--- src/rtl/adder_button_sequencer.sv ---
// adder_button_sequencer
// Front-panel responder for the lab adder. LoadB and Run are active-low,
// asynchronous pushbuttons that are synchronised and edge-detected. A Run
// press captures operand A and starts a chunked ripple add, CHUNK bits per
// clock, into a private work register. Sum/CO are published together with a
// one-cycle Done pulse, so partial results are never visible.
module adder_button_sequencer #(
  parameter int WIDTH = 16,
  parameter int CHUNK = 4
) (
  input  logic             Clk,
  input  logic             Reset,
  input  logic             LoadB,
  input  logic             Run,
  input  logic [WIDTH-1:0] SW,
  output logic [WIDTH-1:0] Aval,
  output logic [WIDTH-1:0] Bval,
  output logic [WIDTH-1:0] Sum,
  output logic             CO,
  output logic             Busy,
  output logic             Done
);

  localparam int NCHUNK = WIDTH / CHUNK;
  localparam int IDXW   = (NCHUNK > 1) ? $clog2(NCHUNK) : 1;

  generate
    if ((WIDTH % CHUNK) != 0) begin : g_bad_chunk
      $error("adder_button_sequencer: WIDTH must be a multiple of CHUNK");
    end
  endgenerate

  typedef enum logic [1:0] {
    IDLE = 2'd0,
    ADD  = 2'd1,
    DONE = 2'd2
  } state_t;

  state_t            state;
  logic [WIDTH-1:0]  work;
  logic              carry;
  logic [IDXW-1:0]   idx;

  logic loadb_s1, loadb_s2, loadb_prev;
  logic run_s1, run_s2, run_prev;
  logic loadb_press, run_press;

  logic [CHUNK-1:0]  a_chunk;
  logic [CHUNK-1:0]  b_chunk;
  logic [CHUNK:0]    chunk_sum;

  // Two-flop synchronisers plus a history flop per button; idle level is 1.
  always_ff @(posedge Clk or negedge Reset) begin
    if (!Reset) begin
      loadb_s1   <= 1'b1;
      loadb_s2   <= 1'b1;
      loadb_prev <= 1'b1;
      run_s1     <= 1'b1;
      run_s2     <= 1'b1;
      run_prev   <= 1'b1;
    end else begin
      loadb_s1   <= LoadB;
      loadb_s2   <= loadb_s1;
      loadb_prev <= loadb_s2;
      run_s1     <= Run;
      run_s2     <= run_s1;
      run_prev   <= run_s2;
    end
  end

  assign loadb_press = !loadb_s2 && loadb_prev;
  assign run_press   = !run_s2 && run_prev;

  // Select the current operand chunks and add them with the running carry.
  always_comb begin
    a_chunk = '0;
    b_chunk = '0;
    for (int unsigned i = 0; i < NCHUNK; i++) begin
      if (idx == IDXW'(i)) begin
        a_chunk = Aval[i*CHUNK +: CHUNK];
        b_chunk = Bval[i*CHUNK +: CHUNK];
      end
    end
    chunk_sum = {1'b0, a_chunk} + {1'b0, b_chunk} + {{CHUNK{1'b0}}, carry};
  end

  // Sequencer FSM; Busy/Done are registered from the next state, so the
  // Done pulse and the Sum/CO update land on the edge that leaves DONE.
  always_ff @(posedge Clk or negedge Reset) begin
    if (!Reset) begin
      state <= IDLE;
      Aval  <= '0;
      Bval  <= '0;
      Sum   <= '0;
      CO    <= 1'b0;
      Busy  <= 1'b0;
      Done  <= 1'b0;
      work  <= '0;
      carry <= 1'b0;
      idx   <= '0;
    end else begin
      Done <= 1'b0;
      case (state)
        IDLE: begin
          if (loadb_press) begin
            Bval <= SW;
          end
          if (run_press) begin
            Aval  <= SW;
            work  <= '0;
            carry <= 1'b0;
            idx   <= '0;
            Busy  <= 1'b1;
            state <= ADD;
          end
        end
        ADD: begin
          for (int unsigned i = 0; i < NCHUNK; i++) begin
            if (idx == IDXW'(i)) begin
              work[i*CHUNK +: CHUNK] <= chunk_sum[CHUNK-1:0];
            end
          end
          carry <= chunk_sum[CHUNK];
          if (idx == IDXW'(NCHUNK - 1)) begin
            idx   <= '0;
            state <= DONE;
          end else begin
            idx <= idx + 1'b1;
          end
        end
        DONE: begin
          Sum   <= work;
          CO    <= carry;
          Done  <= 1'b1;
          Busy  <= 1'b0;
          state <= IDLE;
        end
        default: begin
          state <= IDLE;
        end
      endcase
    end
  end

endmodule
--- config.mk ---
export PLATFORM = sky130hd
export DESIGN_NAME = adder_button_sequencer
export DESIGN_NICKNAME = d
export VERILOG_FILES = /design/src/rtl/adder_button_sequencer.sv
export SDC_FILE = /design/constraint.sdc
export NUM_CORES = 1
export LEC_CHECK = 0
export CELL_PAD_IN_SITES_DETAIL_PLACEMENT = 1
export CELL_PAD_IN_SITES_GLOBAL_PLACEMENT = 2
export CORE_MARGIN = 4
export CORE_UTILIZATION = 33
export DETAILED_ROUTE_END_ITERATION = 7
export PLACE_DENSITY_LB_ADDON = 0.12
export SLEW_MARGIN = 25
export SYNTH_ARGS = -nofsm -noshare
export SYNTH_HDL_FRONTEND = slang
export SYNTH_SLANG_ARGS = --single-unit
--- constraint.sdc ---
create_clock -name Clk -period 3.09 [get_ports Clk]
set_input_delay 0.618 -clock Clk [delete_from_list [all_inputs] [get_ports Clk]]
set_output_delay 0.618 -clock Clk [all_outputs]
set_load 0.01 [all_outputs]
# After elaboration in Yosys (flattened, before gate mapping)
# Index checks and enable logic that the tools add are counted.
dict set report word_totals {
  output_inout_bits 51
  regBits 78
  mem_bits_ro 0
  wordCells 74
  n_memories 0
  mem_bits_rw 0
  latch_bits 0
  input_bits 20
}
dict set report classes {
  shift 0
  n_lt_le_gt_ge 0
  n_mul 0
  div_mod_pow 0
  n_reduce_logical 17
  bitwise 0
  n_mux 25
  eq_ne 10
  add_sub_neg 3
}
# operator count
set op_table {}
lappend op_table {{$mux W4} 12}
lappend op_table {{$pmux W16 S2} 1}
lappend op_table {{$mux W16} 1}
lappend op_table {{$reduce_and A3 Y1} 4}
lappend op_table {{$ne A2 B2 Y1 const B} 5}
lappend op_table {{$reduce_and A2 Y1} 5}
lappend op_table {{$mux W2} 4}
lappend op_table {{$pmux W2 S2} 2}
lappend op_table {{$eq A2 B2 Y1 const B} 3}
lappend op_table {{$add A4 B4 Y5} 1}
lappend op_table {{$add A5 B1 Y5} 1}
lappend op_table {{$eq A2 B1 Y1 const B} 2}
lappend op_table {{$logic_not A2 Y1} 2}
lappend op_table {{$pmux W1 S2} 2}
lappend op_table {{$reduce_bool A2 Y1} 2}
lappend op_table {{$mux W1} 3}
lappend op_table {{$add A2 B1 Y2 const B} 1}
lappend op_table {{$logic_and A1 B1 Y1} 2}
lappend op_table {{$logic_not A1 Y1} 2}

# Logic depth before layout (Yosys ltp)
# Gate-level depths: netlist of run 1.
dict set report logic_depth {
  word_depth 9
  depth_mapped 12
  mapped_depth_nobuf 10
}

# Worst setup path before layout of run 1
# Ideal clock, no wire load.
dict set report synth_path {
  kind {flip-flop to flip-flop}
  startpoint {reg idx[1]}
  endpoint {reg work[10]}
  required_time_ns 2.961
  slack_ns 0.453
  path_stages_with_launch 12
  n_path_buf 2
  arrival_ns 2.508
  path_cell_list {dfrtp_1 inv_1 ha_1 clkbuf_1 clkbuf_1 a21oi_1 o21ai_0 a22oi_1 fa_1 fa_1 xor2_1 o2bb2ai_1}
}
dict set report synth_between {
  elab_chain_cells 9
}
# item line
set synth_lines {}
lappend synth_lines {{start, declared} 42} ;# logic [IDXW-1:0] idx;
lappend synth_lines {{start signal, assigned} 128} ;# idx <= idx + 1'b1;
lappend synth_lines {{$logic_not A2 Y1} 79} ;# if (idx == IDXW'(i)) begin
lappend synth_lines {{$mux W4 (4 in a row)} 79}
lappend synth_lines {{$add A4 B4 Y5} 84} ;# chunk_sum = {1'b0, a_chunk} + {1'b0, b_chunk} + {{CHUNK{1'b0}}, carry};
lappend synth_lines {{$add A5 B1 Y5} 84}
lappend synth_lines {{$mux W4} 119} ;# if (idx == IDXW'(i)) begin
lappend synth_lines {{$pmux W16 S2} 103} ;# case (state)
lappend synth_lines {{end signal, assigned by index} 120} ;# work[i*CHUNK +: CHUNK] <= chunk_sum[CHUNK-1:0];
lappend synth_lines {{end, declared} 40} ;# logic [WIDTH-1:0] work;
# Several ways; a longest one is shown, not always the timed one. The select of a mux whose other input is x is not followed.
# A chain may end at the register's enable or synchronous reset.

# Final worst setup path of run 1
dict set report layout_path {
  startpoint {reg idx[1]}
  endpoint {reg work[2]}
}
dict set report layout_between {
  elab_chain_cells 9
}
# item line
set layout_lines {}
lappend layout_lines {{$logic_not A2 Y1} {79, 119}}
lappend layout_lines {{$mux W4 (4 in a row)} 79}
lappend layout_lines {{$add A4 B4 Y5} 84}
lappend layout_lines {{$add A5 B1 Y5} 84}
lappend layout_lines {{$mux W4} 119}
lappend layout_lines {{$pmux W16 S2} 103}
# Several ways; a longest one is shown, not always the timed one. The select of a mux whose other input is x is not followed.

==> results.py, run 1 <==
metrics = {
    "logic_synthesis": {
        "syn-instance-count": 302,
        "syn_area_per_cell_um2": 11.4,
        "synth_nets": 331,
        "synth_area_um2": 3430,
        "synth-warning-count": 0,
        "ys_seq_elements": 78,
        "seq_area_frac_synth_pct": 57.0,
        "netlist-cell-type-count": 31,
    },
    "pwr": {
        "p_leak_uw": 0.00196,
        "ir_drop_v": 0.000418,
        "p_per_area_nw_per_um2": 1150,
    },
    "finish": {
        "fillers": 1067,
        "synthToLayoutAreaGrowth_pct": 29.6,
        "final_cell_mix": "dfrtp_1, clkdlybuf4s50_1, nand2_1",
        "multi_input_area_um2": 1340,
        "antenna-diode-count": 0,
        "final_common_cell": "dfrtp_1",
        "stdcell_count": 510,
        "final-seq-area_um2": 1960,
        "drive_gt1_share_pct": 16.4,
        "finalNetCount": 401,
    },
    "timing": {
        "fin_skew_ns": 0.00982,
        "tns_ns": 0,
        "rsz0062_at_grt": "no",
        "period_needed_ns": 2.79,
        "relSlewSlack_pct": 35.5,
        "finalSetupViolCount": 0,
        "fmax_mhz": 359,
        "fin_crit_sh_pct": 90.2,
        "worst_pin_slew_ns": 0.964,
        "final-max-slew-violation-count": 0,
        "hold_viol_final": 0,
    },
    "clocking": {
        "root_buffer": "clkbuf_8",
        "ctsLongestPathBuffers": 2,
        "cts_sinks": 78,
        "cts_resized": 0,
        "post-cts-setup-buffers": 0,
        "cts_tree": "done",
        "holdBufCountCts": 0,
        "clk_latency_ns": 0.36,
        "cts_inserted_buffers": 9,
        "path_clk_slew_ns": 0.09,
        "htreeDepth": 3,
    },
    "setup_path": {
        "crit_type": "reg2reg",
        "crit_path_end_kind": "flop",
        "worstPathRequired_ns": 3.32,
        "cp_max_fo": 14,
        "critPathLaunchType": "flop",
        "arrival_ns": 3.02,
    },
    "routing": {
        "route.detailed.drc": 0,
        "drt_iter0_drc": 64,
        "wl_mm": 8.88,
        "vias": 2538,
        "drtAntennaViolNets": 0,
        "viasPerCell": 4.98,
        "wl_per_cell_um": 17.4,
        "drt_first_pass_iters": 4,
    },
    "grt": {
        "grt.overflow.total": 0,
        "antenna_found_initial": 0,
        "grt_max_degree": 79,
        "grt_pass1_wl_mm": 14.8,
        "grt_usage_pct": 16.2,
        "grt_pass1_vias": 2762,
    },
    "place": {
        "gp_congestion": 0.810,
        "io_buffer_count": 70,
        "place_hpwl_mm": 6.49,
        "dpl.cell_count": 494,
    },
    "floorplanning": {
        "die_y_um": 110,
        "rows": 36,
        "die_x_um": 110,
        "io_pins": 71,
        "initial_utilization_pct": 34.5,
        "design.die.area_um2": 12100,
        "coreArea_um2": 9950,
    },
    "flow_run": {
        "drv_cap": 0,
    },
    "min_path": {
        "hold_class": "in2async",
    },
    "status": {
        "run_status": "finished, final reports clean",
    },
}
[worst max-delay path, cell delays in order (launching register included)]
cell and delay [ns]:
dfrtp_1 0.41, inv_1 0.11, ha_1 0.42, a21oi_1 0.12, o21ai_0 0.10, a22oi_1 0.11, fa_1 0.45, fa_1 0.43
xor2_1 0.36, o2bb2ai_1 0.14
[layout make-up]
type	instances	share of cell area, %
Clock inverter	7	1.26
Clock buffer	9	2.78
Tap cell	133	3.74
Multi-Input combinational cell	192	30.0
Sequential cell	78	44.0
Inverter	13	1.10
Timing Repair Buffer	78	17.1
[cell usage after synthesis, drive strengths merged]
cell,n,area [µm²]
nor4b,2,38.8
or4b,1,10.0
nor2,1,3.75
a21oi,23,115
clkbuf,6,22.5
mux2,29,327
o21ai,19,95.1
xor2,1,8.76
nand3,12,60.1
nand3b,5,37.5
dfstp,6,158
buf,13,77.6
o31ai,2,15.0
o2bb2ai,12,105
and4b,3,30.0
dfrtp,72,1800
nand2,54,203
inv,13,48.8
a22oi,4,30.0
ha,7,87.6
fa,2,40.0
nand2b,1,6.26
nor2b,3,18.8
o211ai,1,7.51
a22o,6,52.6
a211o,4,35.0
[stage by stage]
stage          total power (µW)  instance area (µm²)  utilization, %  setup slack (ns)  hold slack, ns
3_3_place_gp               4420                 4270            42.9             0.465           0.346
5_1_grt                    5550                 4450            44.7             0.101           0.339
4_1_cts                    5220                 4450            44.7             0.302           0.362
3_5_place_dp               4480                 4270            42.9             0.312           0.349
2_1_floorplan              3210                 3430               -             0.453           0.322
6_report                   5130                 4450            44.7             0.303           0.279
[sequential cells by signal (all words and copies together), names as in the netlist]
register    flops
state           2
Aval           16
loadb_prev      1
loadb_s1        1
work           16
Done            1
Busy            1
idx             2
run_s1          1
run_s2          1
Sum            16
run_prev        1
Bval           16
loadb_s2        1
CO              1
carry           1
[power breakdown]
part,switching [µW],total [µW],internal [µW]
Combinational,1360,2630,1270
Clock,406,705,300
Sequential,352,1790,1440
Total,2120,5130,3010
[kinds of logic (layout without fill, tap and decap cells)]
group                      count (synthesis)  in the layout  synth area share (%)
AOI/OAI and AO/OA                         71             71                  13.3
buffers and inverters                     32            107                  4.34
DFF                                       78             78                  57.0
and+or+nand+nor                           82             82                  11.9
muxes                                     29             29                  9.51
xor gates and xnor gates                   1              1                 0.255
adders and majority gates                  9              9                  3.72
[path summary, 6_finish.rpt]
kind	to	slack, ns	from	cells after the start
worst max-delay path	work[2]	0.30	idx[1]	9
worst min-delay path	Bval[12]	0.28	Reset	1
worst max register to register	work[2]	0.30	idx[1]	9
worst min register to register	run_s2	0.36	run_s1	0
max in group asynchronous	state[0]	2.32	Reset	1
min in group Clk	run_s2	0.36	run_s1	0
[per-layer routing]
metal | GRT usage (%) | up-vias | routed length [µm]
li1 | - | 1196 | -
met1 | 22.2 | 1268 | 4230
met2 | 25.1 | 62 | 4070
met3 | 3.09 | 12 | 418
met4 | 6.68 | 0 | 163
met5 | 0 | - | 0
(Power assumes the default switching activity.)
==> inputs of run 2 (changes only) <==
--- a/config.mk
+++ b/config.mk
@@ -8,7 +8,8 @@
 export CELL_PAD_IN_SITES_DETAIL_PLACEMENT = 1
 export CELL_PAD_IN_SITES_GLOBAL_PLACEMENT = 2
 export CORE_MARGIN = 4
-export CORE_UTILIZATION = 33
+export CORE_UTILIZATION = 34
+export CTS_BUF_LIST = sky130_fd_sc_hd__clkbuf_4
 export DETAILED_ROUTE_END_ITERATION = 7
 export PLACE_DENSITY_LB_ADDON = 0.12
 export SLEW_MARGIN = 25
==> results.py, run 2 (synthesis gave the netlist of run 1 again) <==
metrics = {
    "status": {
        "run_status": "finished, final reports clean",
    },
    "grt": {
        "grt_pass1_vias": 2749,
        "grt_pass1_wl_mm": 14.6,
        "antenna_found_initial": 1,
        "grt_usage_pct": 16.3,
        "grt_max_degree": 79,
        "grt.overflow.total": 0,
    },
    "clocking": {
        "htreeDepth": 3,
        "post-cts-setup-buffers": 0,
        "root_buffer": "clkbuf_4",
        "cts_tree": "done",
        "path_clk_slew_ns": 0.13,
        "cts_inserted_buffers": 9,
        "cts_resized": 0,
        "ctsLongestPathBuffers": 2,
        "holdBufCountCts": 0,
        "clk_latency_ns": 0.42,
        "cts_sinks": 78,
    },
    "floorplanning": {
        "io_pins": 71,
        "die_y_um": 109,
        "initial_utilization_pct": 35.0,
        "design.die.area_um2": 11800,
        "die_x_um": 109,
        "rows": 36,
        "coreArea_um2": 9820,
    },
    "pwr": {
        "p_per_area_nw_per_um2": 1150,
        "p_leak_uw": 0.00198,
        "ir_drop_v": 0.000425,
    },
    "finish": {
        "finalNetCount": 402,
        "synthToLayoutAreaGrowth_pct": 30.1,
        "drive_gt1_share_pct": 16.7,
        "final_common_cell": "dfrtp_1",
        "final_cell_mix": "dfrtp_1, clkdlybuf4s50_1, nand2_1",
        "final_util_pct": 45.5,
        "fillers": 1121,
    },
    "setup_path": {
        "critPathLaunchType": "flop",
        "arrival_ns": 2.93,
        "cp-startpoint": "idx[0]",
        "path_cells": "ha_1 > a21oi_1 > a22oi_1 > fa_1 > fa_1 > xor2_1 > o2bb2ai_1",
        "crit_type": "reg2reg",
        "reg2reg_from": "idx[0]",
        "crit_path_end_kind": "flop",
        "path_buf_inv": 0,
        "cp_max_fo": 14,
        "crit_family": "adder cells",
        "crit_top_cell": "fa_1",
        "slowest_stage": "fa_1",
        "cp_slowest_stage_delay_ns": 0.47,
        "worstPathRequired_ns": 3.39,
    },
    "routing": {
        "drtAntennaViolNets": 0,
        "drt_first_pass_iters": 4,
        "wl_mm": 8.69,
        "route.detailed.drc": 0,
        "wl_per_cell_um": 17.0,
        "drt_iter0_drc": 99,
        "vias": 2551,
        "viasPerCell": 4.98,
    },
    "timing": {
        "timing.final.ws_setup_ns": 0.458,
        "fin_crit_sh_pct": 85.2,
        "period_needed_ns": 2.63,
        "rsz0062_at_grt": "no",
        "tns_ns": 0,
        "fin_skew_ns": 0.0117,
        "relSlewSlack_pct": 42.4,
        "hold_viol_final": 0,
        "worst_pin_slew_ns": 0.860,
        "final-max-slew-violation-count": 0,
        "finalSetupViolCount": 0,
        "fmax_mhz": 380,
    },
    "place": {
        "gp_congestion": 0.767,
        "place_hpwl_mm": 6.24,
        "io_buffer_count": 70,
        "dp_slack_ns": 0.485,
    },
    "flow_run": {
        "drv_cap": 0,
    },
    "min_path": {
        "hold_class": "in2async",
    },
}
-- run 2: changes by cell type in the layout (fill, tap and decap cells not counted), sizes merged --
cell,change
bufinv,+3
inv,-2
diode,+1
clkbuf,+1
clkinv,-2
buf,+1
-- run 2: cell type report --
class	count	area [µm²]	share of cell area (%)
antenna	1	2.50	0.0560
multi-input combinational	192	1340	29.9
clock inverter	6	111	2.49
clock buffer	10	75.1	1.68
tap	133	166	3.72
sequential	78	1960	43.9
timing repair buffer	79	769	17.2
inverter	13	48.8	1.09
-- run 2: report_power, final --
part	switching [µW]	internal, µW	total (µW)	leakage (µW)
clock	366	419	785	0.0000966
sequential	334	1440	1770	0.000975
combinational	1330	1270	2600	0.000904
total	2030	3130	5150	0.00198
-- run 2: metal layers --
layer | wire [µm] | up-vias | share of wire (%) | GRT usage, %
li1 | - | 1205 | - | -
met1 | 4040 | 1283 | 47 | 21.8
met2 | 4180 | 57 | 48 | 26.2
met3 | 377 | 6 | 4.3 | 4.24
met4 | 91 | 0 | 1.0 | 4.60
met5 | 0 | - | 0 | 0
-- run 2: through the flow --
step                      std cells  cell area (µm²)  hold slack (ns)  power (µW)
final                           512             4470            0.179        5150
after global routing            512             4470            0.218        5590
after CTS                       510             4450            0.363        5230
after detailed placement        494             4270            0.348        4440
after global placement          494             4270            0.346        4380
after floorplan                 302             3430            0.322        3210
-- run 2: path summary, 6_finish.rpt --
path                            end  slack [ns]  cells after the start
max reg2reg                work[14]        0.46                      7
max in group asynchronous    idx[1]        2.39                      1
min reg2reg                  run_s2        0.37                      0
max                        work[14]        0.46                      7
min                        Bval[11]        0.18                      1
min in group Clk             run_s2        0.37                      0
==> inputs of run 3 (changes only) <==
--- a/config.mk
+++ b/config.mk
@@ -7,7 +7,7 @@
 export LEC_CHECK = 0
 export CELL_PAD_IN_SITES_DETAIL_PLACEMENT = 1
 export CELL_PAD_IN_SITES_GLOBAL_PLACEMENT = 2
-export CORE_MARGIN = 4
+export CORE_MARGIN = 2
 export CORE_UTILIZATION = 34
 export CTS_BUF_LIST = sky130_fd_sc_hd__clkbuf_4
 export DETAILED_ROUTE_END_ITERATION = 7
==> results.py, run 3 (synthesis gave the netlist of run 1 again) <==
metrics = {
    "setup_path": {
        "crit_type": "reg2reg",
        "critPathLaunchType": "flop",
        "arrival_ns": 3.03,
        "worstPathRequired_ns": 3.39,
        "worstReg2RegEnd": "work[10]",
        "reg2reg_from": "idx[0]",
        "crit_path_end_kind": "flop",
        "regToRegSetupSlack_ns": 0.36,
        "cp_max_fo": 12,
        "ff2ff_path_depth": 9,
        "cp-startpoint": "idx[0]",
    },
    "clocking": {
        "cts_sinks": 78,
        "path_clk_slew_ns": 0.15,
        "root_buffer": "clkbuf_4",
        "cts_inserted_buffers": 9,
        "htreeDepth": 3,
        "cts_tree": "done",
        "cts_resized": 0,
        "clk_latency_ns": 0.43,
        "holdBufCountCts": 0,
        "ctsLongestPathBuffers": 2,
        "post-cts-setup-buffers": 0,
    },
    "timing": {
        "rsz0062_at_grt": "no",
        "hold_viol_final": 0,
        "relSlewSlack_pct": 41.7,
        "worst_pin_slew_ns": 0.874,
        "fmax_mhz": 366,
        "fin_hold_ws_ns": 0.200,
        "fin_skew_ns": 0.0224,
        "final-max-slew-violation-count": 0,
        "tns_ns": 0,
        "finalSetupViolCount": 0,
        "fin_crit_sh_pct": 88.3,
        "period_needed_ns": 2.73,
    },
    "finish": {
        "drive_gt1_share_pct": 16.7,
        "final_cell_mix": "dfrtp_1, clkdlybuf4s50_1, nand2_1",
        "fillers": 1090,
        "final_common_cell": "dfrtp_1",
        "stdcell_count": 511,
        "multi_input_area_um2": 1340,
        "finalNetCount": 402,
        "antenna-diode-count": 0,
        "final-seq-area_um2": 1960,
        "synthToLayoutAreaGrowth_pct": 29.0,
    },
    "grt": {
        "grt.overflow.total": 0,
        "grt_pass1_wl_mm": 14.7,
        "grt_max_degree": 79,
        "grt_pass1_vias": 2691,
        "grt_usage_pct": 17.0,
        "antenna_found_initial": 0,
    },
    "min_path": {
        "hold_class": "in2async",
    },
    "place": {
        "place_hpwl_mm": 6.19,
        "dpl.cell_count": 494,
        "io_buffer_count": 70,
        "gp_congestion": 0.730,
    },
    "routing": {
        "drtAntennaViolNets": 0,
        "wl_mm": 8.79,
        "wl_per_cell_um": 17.2,
        "vias": 2556,
        "route.detailed.drc": 0,
        "viasPerCell": 5.00,
        "drt_iter0_drc": 94,
        "drt_first_pass_iters": 4,
    },
    "floorplanning": {
        "io_pins": 71,
        "coreArea_um2": 9770,
        "die_x_um": 105,
        "rows": 36,
        "design.die.area_um2": 10900,
        "initial_utilization_pct": 35.1,
        "die_y_um": 105,
    },
    "pwr": {
        "ir_drop_v": 0.000349,
        "p_per_area_nw_per_um2": 1140,
        "p_leak_uw": 0.00195,
        "p_total_uw": 5050,
    },
    "status": {
        "run_status": "finished, final reports clean",
    },
    "flow_run": {
        "drv_cap": 0,
    },
}
[run 3: worst max path at each step]
stage                          end  slack (ns)
after floorplan           work[10]        0.45
after global routing      work[10]        0.15
after CTS                 work[10]        0.33
after detailed placement  work[10]        0.36
final                     work[10]        0.36
after global placement     work[6]        0.54
[run 3: layout make-up]
cell class / instances / area share, %
Clock buffer: 9 / 1.52
Clock inverter: 7 / 1.81
Sequential cell: 78 / 44.2
Inverter: 13 / 1.10
Timing Repair Buffer: 79 / 17.5
Tap cell: 133 / 3.76
Multi-Input combinational cell: 192 / 30.1
[run 3: where the power goes]
group	total, µW	internal [µW]	switching, µW
clock network	657	256	400
logic	2610	1270	1340
registers	1780	1440	342
total	5050	2960	2080
[run 3: critical path, cell delays in order, from the launching register on]
cell       delay, ns
dfrtp_1         0.45
inv_1           0.11
ha_1            0.42
a21oi_1         0.09
o21ai_0         0.12
a22oi_1         0.13
fa_1            0.46
fa_1            0.43
xor2_1          0.30
o2bb2ai_1       0.12
[run 3: metrics by stage]
step | utilization [%] | cell area [µm²] | setup slack [ns]
floorplan | - | 3430 | 0.453
global placement | 43.7 | 4270 | 0.544
detailed placement | 43.7 | 4270 | 0.364
CTS | 45.2 | 4420 | 0.333
global route | 45.3 | 4430 | 0.155
finish | 45.3 | 4430 | 0.360
[run 3: layer usage]
layer / up-vias / routed length, µm / global-route usage [%]
met1: 1301 / 4390 / 24.7
met2: 52 / 4020 / 26.1
met3: 7 / 298 / 2.76
li1: 1196 / - / -
met4: 0 / 80 / 5.21
met5: - / 0 / 0
